$ cat src/rtl/decode_stage_pipelined.sv
// Decode stage with register file, load-use hazard bubble and ID/EX pipeline register.
// Optional macro DECODE_WB_BYPASS_EN: same-cycle write-through from the wb port to operand reads.
module decode_stage_pipelined #(
  parameter  int XLEN     = 32,
  parameter  int NUM_REGS = 32,
  localparam int REG_W    = $clog2(NUM_REGS)
) (
  input  logic             clk,
  input  logic             rst,
  input  logic             in_valid,
  output logic             in_ready,
  input  logic [31:0]      in_instr,
  input  logic [XLEN-1:0]  in_pc,
  input  logic [XLEN-1:0]  in_imm,
  input  logic             ex_mem_read,
  input  logic [REG_W-1:0] ex_rd,
  input  logic             flush,
  input  logic             wb_en,
  input  logic [REG_W-1:0] wb_id,
  input  logic [XLEN-1:0]  wb_data,
  output logic             out_valid,
  input  logic             out_ready,
  output logic [XLEN-1:0]  out_data1,
  output logic [XLEN-1:0]  out_data2,
  output logic [REG_W-1:0] out_rs1,
  output logic [REG_W-1:0] out_rs2,
  output logic [REG_W-1:0] out_rd,
  output logic [XLEN-1:0]  out_pc,
  output logic [XLEN-1:0]  out_pc_branch,
  output logic [31:0]      stall_count
);

  logic [XLEN-1:0]  regs_q [NUM_REGS];
  logic [XLEN-1:0]  regs_d [NUM_REGS];

  logic             valid_q, valid_d;
  logic [XLEN-1:0]  data1_q, data1_d, data2_q, data2_d;
  logic [REG_W-1:0] rs1_q, rs1_d, rs2_q, rs2_d, rd_q, rd_d;
  logic [XLEN-1:0]  pc_q, pc_d, pc_branch_q, pc_branch_d;
  logic [31:0]      stall_count_q, stall_count_d;

  logic [REG_W-1:0] rs1, rs2, rd;
  logic [XLEN-1:0]  rd1_val, rd2_val;
  logic             hazard, advance, wb_write;
  logic             unused_instr_bits;

  assign rs1 = in_instr[15 +: REG_W];
  assign rs2 = in_instr[20 +: REG_W];
  assign rd  = in_instr[7 +: REG_W];
  assign unused_instr_bits = ^in_instr;

  assign wb_write = wb_en && (wb_id != '0);
  assign hazard   = in_valid && ex_mem_read && (ex_rd != '0) && ((ex_rd == rs1) || (ex_rd == rs2));
  assign advance  = !valid_q || out_ready;
  assign in_ready = advance && !hazard && !flush;

  always_comb begin
    for (int i = 0; i < NUM_REGS; i++) regs_d[i] = regs_q[i];
    if (wb_write) regs_d[wb_id] = wb_data;
  end

  always_comb begin
    rd1_val = (rs1 == '0) ? '0 : regs_q[rs1];
    rd2_val = (rs2 == '0) ? '0 : regs_q[rs2];
`ifdef DECODE_WB_BYPASS_EN
    if (wb_write && (wb_id == rs1)) rd1_val = wb_data;
    if (wb_write && (wb_id == rs2)) rd2_val = wb_data;
`endif
  end

  // Priority: flush, hazard bubble, load, drain, otherwise hold under backpressure.
  always_comb begin
    valid_d       = valid_q;
    data1_d       = data1_q;
    data2_d       = data2_q;
    rs1_d         = rs1_q;
    rs2_d         = rs2_q;
    rd_d          = rd_q;
    pc_d          = pc_q;
    pc_branch_d   = pc_branch_q;
    stall_count_d = stall_count_q;
    if (flush) begin
      valid_d = 1'b0;
    end else if (advance && hazard) begin
      valid_d = 1'b0;
      if (stall_count_q != '1) stall_count_d = stall_count_q + 32'd1;
    end else if (advance && in_valid) begin
      valid_d     = 1'b1;
      data1_d     = rd1_val;
      data2_d     = rd2_val;
      rs1_d       = rs1;
      rs2_d       = rs2;
      rd_d        = rd;
      pc_d        = in_pc;
      pc_branch_d = in_pc + (in_imm << 1);
    end else if (advance) begin
      valid_d = 1'b0;
    end
  end

  always_ff @(posedge clk) begin
    if (rst) begin
      for (int i = 0; i < NUM_REGS; i++) regs_q[i] <= '0;
      valid_q       <= 1'b0;
      data1_q       <= '0;
      data2_q       <= '0;
      rs1_q         <= '0;
      rs2_q         <= '0;
      rd_q          <= '0;
      pc_q          <= '0;
      pc_branch_q   <= '0;
      stall_count_q <= '0;
    end else begin
      for (int i = 0; i < NUM_REGS; i++) regs_q[i] <= regs_d[i];
      valid_q       <= valid_d;
      data1_q       <= data1_d;
      data2_q       <= data2_d;
      rs1_q         <= rs1_d;
      rs2_q         <= rs2_d;
      rd_q          <= rd_d;
      pc_q          <= pc_d;
      pc_branch_q   <= pc_branch_d;
      stall_count_q <= stall_count_d;
    end
  end

  assign out_valid     = valid_q;
  assign out_data1     = data1_q;
  assign out_data2     = data2_q;
  assign out_rs1       = rs1_q;
  assign out_rs2       = rs2_q;
  assign out_rd        = rd_q;
  assign out_pc        = pc_q;
  assign out_pc_branch = pc_branch_q;
  assign stall_count   = stall_count_q;

endmodule

$ cat config.mk
export PLATFORM = sky130hd
export DESIGN_NAME = decode_stage_pipelined
export DESIGN_NICKNAME = d
export VERILOG_FILES = /design/src/rtl/decode_stage_pipelined.sv
export SDC_FILE = /design/constraint.sdc
export NUM_CORES = 2
export LEC_CHECK = 0
export CAP_MARGIN = 10
export CORE_ASPECT_RATIO = 0.7
export CORE_MARGIN = 2
export CORE_UTILIZATION = 40
export CTS_BUF_LIST = sky130_fd_sc_hd__clkbuf_16
export DETAILED_ROUTE_END_ITERATION = 8
export PLACE_DENSITY_LB_ADDON = 0.12
export RECOVER_POWER = 25
export SLEW_MARGIN = 20
export SYNTH_ARGS = -nofsm -noshare
export SYNTH_HDL_FRONTEND = slang
export SYNTH_SLANG_ARGS = --single-unit
$ cat constraint.sdc
create_clock -name clk -period 5.2 [get_ports clk]
set_input_delay 0.52 -clock clk [delete_from_list [all_inputs] [get_ports clk]]
set_output_delay 0.52 -clock clk [all_outputs]
set_load 0.05 [all_outputs]
==> impl_metrics.ini <==
[power]
switchingPower_mw = 5.338
p_sw_share_pct = 25.93
leakagePower_nw = 22.27
pwr-share-seq_pct = 45.3
power_density_nw_per_um2 = 305.3
p_total_mw = 20.59
combPwrFrac_pct = 9.0
internal-power_mw = 15.25
peakVddDrop_mv = 0.3318
p_clk_share_pct = 45.7

[run]
maxCapViolCount = 8

[setup_path]
cp_slowest_cell = clkbuf_2
r2r_end = out_pc_branch[18]
rr_worst_depth = 7
endpoint_kind = register
startpoint = rst
cp-start-kind = primary input
timing.rr.start = out_valid
worstPathMaxFanout = 141
cpPeakStageDelay_ns = 2.25
reg2reg_slack_ns = 2.01
crit_required_ns = 5.79
path_cells = buf_8, clkbuf_2, clkbuf_2, a21oi_1
cp_common_cell = clkbuf_2
criticalPathCategory = in -> reg
cp.arrival_ns = 4.75

[global_routing]
antenna_found_initial = 17
grt_pass1_wl_mm = 332.3
grt_overflow_total = 0
grt_pass1_vias = 46358
grt_usage_pct = 30.50
grt_max_degree = 158

[route]
ant_nets = 0
viasPerCell = 5.955
wl_per_cell_microns = 27.57
routed_wl_mm = 231.3
first_iter_violations = 6042
drc = 0
via_count = 49941
dr.pass1.iters = 6

[worst_hold_path]
hp-start = rst
min_to = regs_q[0][31]
worstHoldPathCells = 2
hold_class = in -> reg

[timing]
fin_ws_ns = 1.036
hold_slack_ns = 0.1870
max-slew-margin-rel_pct = -123.8
skew_ns = 0.03505
finalCriticalPeriod_ns = 4.164
rsz0062_at_grt = no
hold_viol_final = 0
finalSetupTns_ns = 0
fmax_mhz = 240.2
slew_violations = 427
setup_viol = 0
finalCritPeriodShare_pct = 80.07
tightest_slew_ns = 3.357

[placed_design]
place_area_sq_um = 63330
dp_worst_setup_slack_ns = 1.150
hpwl_mm = 133.0
portBuffers = 303
dp_cells = 8151
gp_congestion = 0.8455

[die]
fp.dieW_microns = 461.1
pin_count = 322
start_util_pct = 40.25
fp.dieH_microns = 324.0
dieArea_sq_um = 149400
rows = 117
core_area_sq_um = 145400

[finish]
final_cell_area_sq_um = 67440
regArea_sq_um = 24000
syn_to_final_growth_pct = 15.26
n_fill_cell = 13751
drive_above_1_share_pct = 16.40
multi_input_area_sq_um = 32450
final_cells = 8387
fin_nets = 6498
finalCoreUtilization_pct = 46.39

[clock_tree]
cts_buffers = 130
clockRootBuffer = clkbuf_16
cts_resized = 0
tritoncts = yes
cts_max_level = 4
clk_path_buf_depth = 3
clk_latency_ns = 0.78
cts.sinks = 1199
cts_setup_buffers = 0
cts_hold_buf = 0
clkSlewWorstSetupHoldPaths_ns = 0.06

[status]
violations = max-capacitance violations, max-slew violations
outcome = complete, but fails checks

[yosys]
yosys_register_bits = 1199
yosys.area.top_type = dfxtp_1
synth_enable_flop_cells = 0
yosysTopAreaCellShare_pct = 41.03
ys.flop_type = dfxtp_1
netlist_instances = 6344
netlist-cell-type-count = 62
synthArstFlopShare_pct = 0
synthTopCellsByCount = nand2_1, dfxtp_1, a21oi_1, mux4_2, clkbuf_1
seq_area_frac_synth_pct = 41.03
ys_top_cells_by_area = dfxtp_1, mux4_2, nand2_1
synth_nets = 6521
synth_area_per_cell_sq_um = 9.222
yosys_warnings = 0
yosysMostFrequentCell = nand2_1
netlist_area_sq_um = 58510
## power by group through the flow
stage / combinational [mW] / clock, mW / sequential (mW)
2_1_floorplan: 1.05 / 0 / 9.66
3_3_place_gp: 1.85 / 0 / 9.53
3_5_place_dp: 1.85 / 0 / 9.54
4_1_cts: 1.85 / 9.53 / 9.33
5_1_grt: 1.94 / 9.90 / 9.34
6_report: 1.85 / 9.41 / 9.33
## how the worst max path moves through the flow
stage | end | slack (ns) | depth (start not counted)
after floorplan | out_pc_branch[31] | 2.32 | 11
after global placement | out_data1[3] | 1.25 | 11
after detailed placement | out_pc_branch[31] | 1.15 | 12
after CTS | in_ready | 1.72 | 5
after global routing | out_pc_branch[18] | 0.84 | 9
final | regs_q[1][4] | 1.04 | 4
## state kept, by name, summed over array words and instances, names as in the netlist
register / count
out_valid: 1
out_data1: 32
stall_count: 32
out_data2: 32
out_pc: 32
out_rs2: 5
regs_q: 1024
out_pc_branch: 31
out_rd: 5
out_rs1: 5
## cells in the final DEF (no fill, tap or decap), types with 5 or more instances in the layout
cell                n
buf_4             126
ha_1               31
dlygate4sd3_1     144
inv_6               6
mux4_2            640
xnor2_1            39
nand2_1          2219
nand3_1            19
bufinv_16          15
o21ai_0            95
and3_1             12
clkdlybuf4s50_1   140
nand2b_1            9
nand2_4            11
buf_8               5
nand4_1             8
buf_12             16
clkbuf_16         133
nand2_2            19
mux2i_1            66
nor2_1             55
or2_2               5
nor3_2             11
nor3_1             14
nor2b_1            37
clkinv_2           20
dfxtp_1          1199
buf_2               8
clkinv_1           24
nor2_4             19
xor2_1             11
a21oi_1          1102
or3_1              20
inv_1              44
a211oi_1            6
a21o_1             15
## logic make-up after synthesis
logic type               after synthesis  synth area share, %
AO/OA/AOI/OAI                       1254                11.04
XOR/XNOR                              50               0.7485
flip-flops                          1199                41.03
buffers and inverters                618                4.110
AND/OR/NAND/NOR                     2485                16.61
multiplexers                         706                25.77
adder cells (fa/ha/maj)               32               0.6972
## critical path, delay by kind of cell
| family | cells | cell delay (ns) |
|---|---|---|
| AOI/OAI and AO/OA | 1 | 0.10 |
| buffers and inverters | 3 | 3.88 |
## layout make-up
type / instances / share of cell area (%)
tap: 1963 / 3.642
clock inverter: 98 / 1.230
inverter: 14 / 0.07793
sequential: 1199 / 35.59
clock buffer: 133 / 4.935
antenna: 4 / 0.01484
multi-input combinational: 4527 / 48.12
timing repair buffer: 449 / 6.383
## routing by layer
layer | vias up | share of wire [%] | track usage [%] | wire length [microns]
met5 | - | 0.029 | 0 | 66
met4 | 10 | 3.4 | 10.48 | 7813
met3 | 429 | 11 | 6.840 | 24410
met2 | 2555 | 43 | 44.86 | 100100
met1 | 24850 | 43 | 44.09 | 98840
li1 | 22097 | - | - | -
No activity file was read; power rests on OpenSTA's default activity.
